[config.mk]
export PLATFORM = sky130hd
export DESIGN_NAME = cmd_unit_host
export DESIGN_NICKNAME = d
export VERILOG_FILES = /design/src/rtl/cmd_if_pkg.sv /design/src/rtl/cmd_unit_host_word_buf.sv /design/src/rtl/cmd_unit_host.sv
export SDC_FILE = /design/constraint.sdc
export NUM_CORES = 1
export LEC_CHECK = 0
export ABC_AREA = 1
export CORE_MARGIN = 8
export CORE_UTILIZATION = 60
export CTS_CLUSTER_SIZE = 8
export DETAILED_ROUTE_END_ITERATION = 7
export GPL_TIMING_DRIVEN = 0
export HOLD_SLACK_MARGIN = 0.06
export PLACE_DENSITY_LB_ADDON = 0.08
export SETUP_SLACK_MARGIN = 0.02
export SYNTH_ARGS = -nofsm -noshare
export SYNTH_HDL_FRONTEND = slang
export SYNTH_SLANG_ARGS = --single-unit
[constraint.sdc]
create_clock -name clk -period 3.2 [get_ports clk]
set_input_delay 0.48 -clock clk [delete_from_list [all_inputs] [get_ports clk]]
set_output_delay 0.48 -clock clk [all_outputs]
set_load 0.05 [all_outputs]
[src/rtl/cmd_if_pkg.sv]
// Shared definitions for the unit command interface: header/response field positions,
// FSM state encoding and the response header packer.
package cmd_if_pkg;

  localparam int unsigned HdrCmdLsb    = 0;
  localparam int unsigned HdrNargsLsb  = 16;
  localparam int unsigned HdrNargsMsb  = 23;

  localparam int unsigned RspTmoBit    = 31;
  localparam int unsigned RspPrmOvfBit = 30;
  localparam int unsigned RspArgOvfBit = 29;
  localparam int unsigned RspCntLsb    = 16;
  localparam int unsigned RspCntMsb    = 23;
  localparam int unsigned RspCodeW     = 8;

  typedef enum logic [2:0] {
    StIdle    = 3'd0,
    StArgs    = 3'd1,
    StIssue   = 3'd2,
    StWait    = 3'd3,
    StRspHdr  = 3'd4,
    StRspBody = 3'd5
  } state_e;

  function automatic logic [31:0] rsp_header(input logic                tmo,
                                             input logic                prm_ovf,
                                             input logic                arg_ovf,
                                             input logic [7:0]          cnt,
                                             input logic [RspCodeW-1:0] code);
    logic [31:0] w;
    w                         = '0;
    w[RspTmoBit]              = tmo;
    w[RspPrmOvfBit]           = prm_ovf;
    w[RspArgOvfBit]           = arg_ovf;
    w[RspCntMsb:RspCntLsb]    = cnt;
    w[RspCodeW-1:0]           = code;
    return w;
  endfunction

endpackage

[src/rtl/cmd_unit_host_word_buf.sv]
// Register file of 32-bit words: synchronous write, combinational indexed read.
module word_buf #(
  parameter int unsigned DEPTH = 8,
  parameter int unsigned AW    = (DEPTH > 1) ? $clog2(DEPTH) : 1
) (
  input  logic          clk_i,
  input  logic          rst_i,
  input  logic          we_i,
  input  logic [AW-1:0] waddr_i,
  input  logic [31:0]   wdata_i,
  input  logic [AW-1:0] raddr_i,
  output logic [31:0]   rdata_o
);

  logic [31:0] mem_q [DEPTH];

  always_ff @(posedge clk_i) begin
    if (rst_i) begin
      for (int i = 0; i < int'(DEPTH); i++) mem_q[i] <= '0;
    end else if (we_i) begin
      mem_q[waddr_i] <= wdata_i;
    end
  end

  assign rdata_o = mem_q[raddr_i];

endmodule

[src/rtl/cmd_unit_host.sv]
// Host side of the unit command interface: buffers a framed command, issues it to one unit,
// collects parameter words and the response code, and emits one framed response packet.
module cmd_unit_host
  import cmd_if_pkg::*;
#(
  parameter int unsigned CMD_BITS   = 8,
  parameter int unsigned MAX_ARGS   = 8,
  parameter int unsigned MAX_PARAMS = 8,
  parameter int unsigned TIMEOUT    = 65535
) (
  input  logic                clk,
  input  logic                rst,
  input  logic [31:0]         in_data,
  input  logic                in_valid,
  output logic                in_ready,
  output logic [CMD_BITS-1:0] cmd,
  output logic                cmd_ready,
  output logic [31:0]         arg_data,
  input  logic                arg_advance,
  input  logic                cmd_done,
  input  logic [31:0]         param_data,
  input  logic                param_write,
  output logic [31:0]         rsp_data,
  output logic                rsp_valid,
  output logic                rsp_last,
  input  logic                rsp_ready,
  output logic                busy
);

  localparam int unsigned AAW  = (MAX_ARGS > 1) ? $clog2(MAX_ARGS) : 1;
  localparam int unsigned PAW  = (MAX_PARAMS > 1) ? $clog2(MAX_PARAMS) : 1;
  localparam int unsigned RdW  = $clog2(MAX_ARGS + 1);
  localparam int unsigned TmoW = $clog2(TIMEOUT + 1);
  localparam logic [TmoW-1:0] TmoLast = TmoW'(TIMEOUT - 1);

  state_e              state_q, state_d;
  logic [CMD_BITS-1:0] cmd_q, cmd_d, code_q, code_d;
  logic [7:0]          nargs_q, nargs_d, arg_wr_q, arg_wr_d;
  logic [RdW-1:0]      arg_rd_q, arg_rd_d;
  logic [7:0]          prm_cnt_q, prm_cnt_d, rsp_idx_q, rsp_idx_d;
  logic [TmoW-1:0]     tmo_cnt_q, tmo_cnt_d;
  logic                tmo_q, tmo_d, arg_ovf_q, arg_ovf_d, prm_ovf_q, prm_ovf_d;

  logic        accept, arg_we, prm_we;
  logic [31:0] arg_rdata, prm_rdata;
  logic [7:0]  stored_cnt;

  word_buf #(.DEPTH(MAX_ARGS)) u_arg_buf (
    .clk_i   (clk),
    .rst_i   (rst),
    .we_i    (arg_we),
    .waddr_i (AAW'(arg_wr_q)),
    .wdata_i (in_data),
    .raddr_i (AAW'(arg_rd_q)),
    .rdata_o (arg_rdata)
  );

  word_buf #(.DEPTH(MAX_PARAMS)) u_prm_buf (
    .clk_i   (clk),
    .rst_i   (rst),
    .we_i    (prm_we),
    .waddr_i (PAW'(prm_cnt_q)),
    .wdata_i (param_data),
    .raddr_i (PAW'(rsp_idx_q)),
    .rdata_o (prm_rdata)
  );

  // in_ready is gated by rst so every output reads 0 while reset is held.
  assign in_ready   = !rst && (state_q == StIdle || state_q == StArgs);
  assign accept     = in_valid && in_ready;
  assign busy       = (state_q != StIdle);
  assign cmd        = cmd_q;
  assign stored_cnt = (32'(prm_cnt_q) < MAX_PARAMS) ? prm_cnt_q : 8'(MAX_PARAMS);
  assign arg_data   = (32'(arg_rd_q) < 32'(nargs_q) && 32'(arg_rd_q) < MAX_ARGS) ? arg_rdata : '0;

  always_comb begin
    state_d   = state_q;
    cmd_d     = cmd_q;
    code_d    = code_q;
    nargs_d   = nargs_q;
    arg_wr_d  = arg_wr_q;
    arg_rd_d  = arg_rd_q;
    prm_cnt_d = prm_cnt_q;
    rsp_idx_d = rsp_idx_q;
    tmo_cnt_d = tmo_cnt_q;
    tmo_d     = tmo_q;
    arg_ovf_d = arg_ovf_q;
    prm_ovf_d = prm_ovf_q;
    arg_we    = 1'b0;
    prm_we    = 1'b0;
    cmd_ready = 1'b0;
    rsp_valid = 1'b0;
    rsp_last  = 1'b0;
    rsp_data  = '0;

    unique case (state_q)
      StIdle: begin
        if (accept) begin
          cmd_d     = in_data[HdrCmdLsb +: CMD_BITS];
          nargs_d   = in_data[HdrNargsMsb:HdrNargsLsb];
          code_d    = '0;
          arg_wr_d  = '0;
          arg_rd_d  = '0;
          prm_cnt_d = '0;
          rsp_idx_d = '0;
          tmo_cnt_d = '0;
          tmo_d     = 1'b0;
          arg_ovf_d = 1'b0;
          prm_ovf_d = 1'b0;
          state_d   = (in_data[HdrNargsMsb:HdrNargsLsb] == 8'd0) ? StIssue : StArgs;
        end
      end
      StArgs: begin
        if (accept) begin
          if (32'(arg_wr_q) < MAX_ARGS) arg_we = 1'b1;
          else                          arg_ovf_d = 1'b1;
          arg_wr_d = arg_wr_q + 8'd1;
          if (arg_wr_q == nargs_q - 8'd1) state_d = StIssue;
        end
      end
      StIssue: begin
        cmd_ready = 1'b1;
        tmo_cnt_d = TmoW'(1);
        state_d   = StWait;
      end
      StWait: begin
        if (cmd_done) begin
          code_d  = param_data[CMD_BITS-1:0];
          state_d = StRspHdr;
        end else begin
          if (param_write) begin
            if (32'(prm_cnt_q) < MAX_PARAMS) prm_we = 1'b1;
            else                             prm_ovf_d = 1'b1;
            if (prm_cnt_q != 8'hFF) prm_cnt_d = prm_cnt_q + 8'd1;
          end
          // The counter is 0 in the issue cycle, so this fires TIMEOUT cycles after cmd_ready.
          if (tmo_cnt_q == TmoLast) begin
            tmo_d     = 1'b1;
            code_d    = '0;
            prm_cnt_d = '0;
            state_d   = StRspHdr;
          end else begin
            tmo_cnt_d = tmo_cnt_q + TmoW'(1);
          end
        end
      end
      StRspHdr: begin
        rsp_valid = 1'b1;
        rsp_data  = rsp_header(tmo_q, prm_ovf_q, arg_ovf_q, stored_cnt, RspCodeW'(code_q));
        rsp_last  = (stored_cnt == 8'd0);
        if (rsp_ready) begin
          rsp_idx_d = '0;
          state_d   = rsp_last ? StIdle : StRspBody;
        end
      end
      StRspBody: begin
        rsp_valid = 1'b1;
        rsp_data  = prm_rdata;
        rsp_last  = (rsp_idx_q == stored_cnt - 8'd1);
        if (rsp_ready) begin
          if (rsp_last) state_d = StIdle;
          else          rsp_idx_d = rsp_idx_q + 8'd1;
        end
      end
      default: state_d = StIdle;
    endcase

    if ((state_q == StIssue || state_q == StWait) && arg_advance && 32'(arg_rd_q) < MAX_ARGS) begin
      arg_rd_d = arg_rd_q + RdW'(1);
    end
  end

  always_ff @(posedge clk) begin
    if (rst) begin
      state_q   <= StIdle;
      cmd_q     <= '0;
      code_q    <= '0;
      nargs_q   <= '0;
      arg_wr_q  <= '0;
      arg_rd_q  <= '0;
      prm_cnt_q <= '0;
      rsp_idx_q <= '0;
      tmo_cnt_q <= '0;
      tmo_q     <= 1'b0;
      arg_ovf_q <= 1'b0;
      prm_ovf_q <= 1'b0;
    end else begin
      state_q   <= state_d;
      cmd_q     <= cmd_d;
      code_q    <= code_d;
      nargs_q   <= nargs_d;
      arg_wr_q  <= arg_wr_d;
      arg_rd_q  <= arg_rd_d;
      prm_cnt_q <= prm_cnt_d;
      rsp_idx_q <= rsp_idx_d;
      tmo_cnt_q <= tmo_cnt_d;
      tmo_q     <= tmo_d;
      arg_ovf_q <= arg_ovf_d;
      prm_ovf_q <= prm_ovf_d;
    end
  end

endmodule

# [Word-level counts from Yosys, hierarchy flattened]
# Memories as Yosys holds them, arrays and structs flattened. A register that Yosys moved wholly into a read port is not among the register bits.
# Cells that the tools add are included.
[op_classes] addsub=7 multipliers=0 n_div=0 magnitude_cmp=4 eq_ne=25 n_shift=0 muxes=75 bitwise_logic=0 reduce_logical=32
[ops] operator="32-bit 2-to-1 mux" count=3
[ops] operator="8-bit 2-to-1 mux" count=12
[ops] operator="32-bit one-hot mux with 2 select lines" count=1
[ops] operator="32-bit OR reduction" count=2
[ops] operator="16-bit 2-to-1 mux" count=3
[ops] operator="16-bit one-hot mux with 3 select lines" count=1
[ops] operator="8-bit one-hot mux with 2 select lines" count=3
[ops] operator="3-bit 2-to-1 mux" count=15
[ops] operator="1-bit 2-to-1 mux" count=27
[ops] operator="8-bit by 1-bit adder with 8-bit output, second input constant" count=3
[ops] operator="2-bit inequality test, second input constant" count=12
[ops] operator="8-bit one-hot mux with 3 select lines" count=1
[ops] operator="3-bit one-hot mux with 6 select lines" count=1
[ops] operator="16-bit by 1-bit adder with 16-bit output, second input constant" count=1
[ops] operator="16-bit equality test, second input constant" count=1
[ops] operator="8-bit equality test" count=2
[ops] operator="8-bit zero test" count=2
[ops] operator="8-bit by 4-bit < comparator with 1-bit output, second input constant" count=2
[ops] operator="8-bit by 1-bit subtractor with 8-bit output, second input constant" count=2
[ops] operator="5-bit AND reduction" count=3
[ops] operator="4-bit 2-to-1 mux" count=3
[ops] operator="4-bit AND reduction" count=3
[ops] operator="3-bit inequality test, second input constant" count=3
[ops] operator="3-bit nonzero test" count=3
[ops] operator="other kinds (19)" count=34
[totals] regBits=74 latchBits=0 mem_bits_rw=512 mem_bits_ro=0 out_inout_bits=77 elab_cells=157 n_memories=2
[mem_list] name="u_arg_buf.mem_q" words=8 word_bits=32 rd=1 rd_ports_with_merged_regs=1 write_ports=8 line_no="cmd_unit_host_word_buf.sv:15" text="logic [31:0] mem_q [DEPTH];"
[mem_list] name="u_prm_buf.mem_q" words=8 word_bits=32 rd=1 rd_ports_with_merged_regs=1 write_ports=8 line_no="cmd_unit_host_word_buf.sv:15"

# [Logic depth before layout (Yosys ltp)]
[depth] depth_word=11 mapped_depth=17 mapped_depth_nobuf=16

# [Cells and area by module]
# From an unflattened synthesis, not the netlist that was laid out.
[hier_totals] hier_cells=3663 hier_area_um2=29942.5
[by_module_without_submodules] mod="word_buf" n_inst=2 cells_per_inst=1447 area_per_inst_um2=12567.1
[by_module_without_submodules] mod="cmd_unit_host" n_inst=1 cells_per_inst=769 area_per_inst_um2=4808.4

# [Least setup slack after synthesis]
# Ideal clock, no wire load.
[synth_path] path_kind="register -> output" from="reg prm_cnt_q[4]" to="out rsp_last" arrival_time_ns=2.497 required_ns=2.720 path_slack_ns=0.223 stages_incl_launch_ff=14 n_path_buf=1 cell_sequence="dfxtp_1 nor2_1 nand2_1 nor2_4 nand2_1 ha_1 xnor2_1 inv_1 nand2_1 nand2_1 nor2_1 nand3_2 buf_6 o22ai_1"
[synth_via] elab_chain_len=5 word_cells_on_any_way=6 classes_between="add/sub (1); order compare (1); eq/ne (1); mux (2); reduce/logical (1)"
[synth_lines] item="from (decl)" line_no="cmd_unit_host.sv:40" text="logic [7:0] prm_cnt_q, prm_cnt_d, rsp_idx_q, rsp_idx_d;"
[synth_lines] item="from (signal assigned)" line_no="cmd_unit_host.sv:194" text="prm_cnt_q <= prm_cnt_d;"
[synth_lines] item="8-bit by 4-bit < comparator with 1-bit output" line_no="cmd_unit_host.sv:73" text="assign stored_cnt = (32'(prm_cnt_q) < MAX_PARAMS) ? prm_cnt_q : 8'(MAX_PARAMS);"
[synth_lines] item="8-bit 2-to-1 mux *" line_no="cmd_unit_host.sv:73"
[synth_lines] item="8-bit by 1-bit subtractor with 8-bit output" line_no="cmd_unit_host.sv:159" text="rsp_last = (rsp_idx_q == stored_cnt - 8'd1);"
[synth_lines] item="8-bit equality test" line_no="cmd_unit_host.sv:159"
[synth_lines] item="1-bit one-hot mux with 2 select lines *" line_no="cmd_unit_host.sv:96" text="unique case (state_q)"
[synth_lines] item="to (decl)" line_no="cmd_unit_host.sv:25" text="output logic rsp_last,"
# Mark *: on every way between the ends. The rest lies on a longest branch, timed or not.

==> results.sh <==
export IMPL_status="complete, but fails checks"
export IMPL_violations="setup timing"
export IMPL_worst_pin_slew_ns=1.16
export IMPL_worstHoldPathType="reg -> reg"
export IMPL_yosysMostFrequentCell="nor2_1"
export IMPL_nNetsFinal=3068
export IMPL_ff2ff_setup_slack_ns=0.14
export IMPL_synth_area_leaders="edfxtp_1 58%, nor2_1 11%, dfxtp_1 6.0%, nand2_1 5.7%, o21ai_0 4.0%"
export IMPL_hold_viol_final=0
export IMPL_cp_max_fo=10
export IMPL_rsz0062_at_grt="yes"
export IMPL_ys_warn_count=0
export IMPL_grt_ovfl_total=0
export IMPL_grt_start_max_net_pins=33
export IMPL_clockBufferDepth=3
export IMPL_num_vias=22100
export IMPL_cts_root_buf="clkbuf_16"
export IMPL_timing_final_crit_share_pct=100
export IMPL_sw_frac_of_total_pct=23.5
export IMPL_synthMuxAreaShare_pct=0
export IMPL_synthArstFlopShare_pct=0
export IMPL_dr_wl_met2_um=40300
export IMPL_start_kind="register"
export IMPL_insertion_delay_ns=0.62
export IMPL_maxSlewHeadroom_pct=22.5
export IMPL_via_per_inst=6.14
export IMPL_clk_pin_slew_ns=0.06
export IMPL_whs_ns=0.457
export IMPL_yosys_top_cells_count="793 x nor2_1, 512 x edfxtp_1, 407 x nand2_1"
export IMPL_drive_gt1_share_pct=11.6
export IMPL_netlist_area_mm2=0.0267
export IMPL_power_density_mw_per_mm2=573
export IMPL_crit_type="reg -> out"
export IMPL_dieArea_mm2=0.0514
export IMPL_final_util_pct=71.4
export IMPL_synth_simple_gate_area_share_pct=19.2
export IMPL_clock_sinks=592
export IMPL_synth_top_family_by_area="simple AND/OR/NAND/NOR gates"
export IMPL_synth_top_cell_by_area="edfxtp_1"
export IMPL_ys_seq_area_share_pct=63.7
export IMPL_clkPwrFrac_pct=43.9
export IMPL_cts_tree="yes"
export IMPL_drv_cap=0
export IMPL_critPathArrivalTime_ns=2.73
export IMPL_setup_ws_ns=-0.0141
export IMPL_drt_iter0_markers=3168
export IMPL_antenna_found_initial=0
export IMPL_p_leak_nw=12.3
export IMPL_p_switching_w=0.00424
export IMPL_io_buffers=146
export IMPL_antennaDiodeCount=0
export IMPL_fp_dieH_um=227
export IMPL_wl_met1_um=28800
export IMPL_p_seq_share_pct=48.5
export IMPL_ir_drop_uv=516
export IMPL_fmax_mhz=311
export IMPL_p_int_w=0.0138
export IMPL_worstPathRequired_ns=2.72
export IMPL_wl_met3_um=8910
export IMPL_cts_htree_levels=3
export IMPL_n_fill_cell=3314
export IMPL_dr_max_layer_used="met4"
export IMPL_synth_top_cell_area_share_pct=57.7
export IMPL_hold_start="prm_ovf_q"
export IMPL_track_usage_pct=31.1
export IMPL_detail_route_antenna_nets=0
export IMPL_hold_buffers=0
export IMPL_slew_violations=0
export IMPL_grt_pass1_vias=21900
export IMPL_core_area_mm2=0.0440
export IMPL_synth_compound_area_share_pct=11.4
export IMPL_synth_main_ff_cell="edfxtp_1"
export IMPL_cts_buffers=83
export IMPL_p_comb_share_pct=7.6
export IMPL_cp_end_kind="primary output"
export IMPL_r2r_start="prm_cnt_q[4]"
export IMPL_mappedNetlistNets=2826
export IMPL_die_w_um=227
export IMPL_grt_pass1_wl_um=122000
export IMPL_synth_xor_area_share_pct=0.559
export IMPL_dr_pass1_iters=6
export IMPL_finClkSkew_ns=0.0314
export IMPL_synth_distinct_cells=48
export IMPL_gp_congestion=0.899
export IMPL_rows=77
export IMPL_wl_per_cell_um=22.7
export IMPL_dpl_cell_area_mm2=0.0291
export IMPL_syn_to_final_growth_pct=17.9
export IMPL_start_util_pct=60.5
export IMPL_setup_viol=2
export IMPL_pin_count=148
export IMPL_drc=0
export IMPL_postSynthCellCount=2744
export IMPL_synth_adder_area_share_pct=0.516
export IMPL_synth_seq_cells=592
export IMPL_layout_min_cycle_time_ns=3.21
export IMPL_synth_edf_count=512
export IMPL_avgSynthCellArea_um2=9.71
export IMPL_hpwl_um=53200
export IMPL_final_area_mm2=0.0314
export IMPL_finalSetupTns_ns=-0.0217
export IMPL_routed_wl_um=81800
==> cell usage in the layout (no fill, tap or decap), types with 34 or more instances in the layout <==
cell / count
clkbuf_1: 73
a21oi_1: 134
nand3_1: 34
buf_2: 70
clkbuf_2: 62
o21ai_0: 212
edfxtp_1: 512
clkbuf_16: 85
inv_1: 125
nand2_1: 389
dfxtp_1: 74
nor2_1: 785
clkdlybuf4s50_1: 81
==> cell type report <==
| class | instances | area (um^2) | area share, % |
|---|---|---|---|
| well taps | 592 | 741 | 2.36 |
| plain buffers | 168 | 817 | 2.60 |
| repair buffers | 158 | 1480 | 4.71 |
| clock inverters | 5 | 58.8 | 0.187 |
| inverters | 151 | 571 | 1.82 |
| clock buffers | 106 | 2210 | 7.02 |
| flip-flops and latches | 592 | 17000 | 54.1 |
| multi-input cells | 1832 | 8560 | 27.3 |
==> metal layers <==
| layer | vias up | global-route usage [%] |
|---|---|---|
| met3 | 260 | 6.08 |
| met1 | 10500 | 37.3 |
| met5 | - | 0 |
| met2 | 1469 | 53.3 |
| met4 | 0 | 15.7 |
| li1 | 9862 | - |
==> through the flow <==
stage	instances	total power, W	setup slack [ns]
after detailed placement	3491	0.0102	-0.541
final	3604	0.0180	-0.0141
after global routing	3604	0.0184	-0.110
after floorplan	2744	0.00967	0.223
after CTS	3602	0.0180	0.0203
after global placement	3482	0.0102	-0.874
==> state kept, by name, indices dropped and copies added (netlist names), named ones only <==
signal,cells
arg_ovf_q,1
arg_rd_q,4
arg_wr_q,8
cmd,8
code_q,8
nargs_q,8
prm_cnt_q,8
prm_ovf_q,1
rsp_idx_q,8
state_q,3
tmo_cnt_q,16
tmo_q,1
u_arg_buf.mem_q,256
u_prm_buf.mem_q,256
==> kinds of logic after synthesis <==
group                    Yosys count
buffers and inverters            320
AO/OA/AOI/OAI                    506
XOR/XNOR                          17
AND/OR/NAND/NOR                 1298
flip-flops                       592
adder cells (fa/ha/maj)           11
==> power by group through the flow <==
stage / clock, W / sequential, W / combinational [W]
2_1_floorplan: 0 / 0.00888 / 0.000791
3_3_place_gp: 0 / 0.00887 / 0.00130
3_5_place_dp: 0 / 0.00887 / 0.00136
4_1_cts: 0.00788 / 0.00873 / 0.00135
5_1_grt: 0.00820 / 0.00875 / 0.00146
6_report: 0.00790 / 0.00873 / 0.00137
==> worst paths after layout <==
kind	endpoint	cells past startpoint
setup / recovery	arg_data[30]	5
hold / removal	prm_ovf_q	2
setup reg to reg	u_prm_buf.mem_q[5][18]	10
hold reg to reg	prm_ovf_q	2
==> critical path, cell delays in order, from the launching register on <==
cell	delay (ns)
dfxtp_1	0.32
clkbuf_1	0.53
clkbuf_1	0.54
nand2_1	0.12
a21oi_1	0.21
clkdlybuf4s15_2	0.40
==> what timing repair did <==
action,in CTS,in global routing
setup endpoints to repair,65,204
pin swaps,2,3
endpoints found under the hold margin,0,0
resized for setup,413,96
setup buffers,1,2
Note: power is estimated with default switching activity, not from simulation.
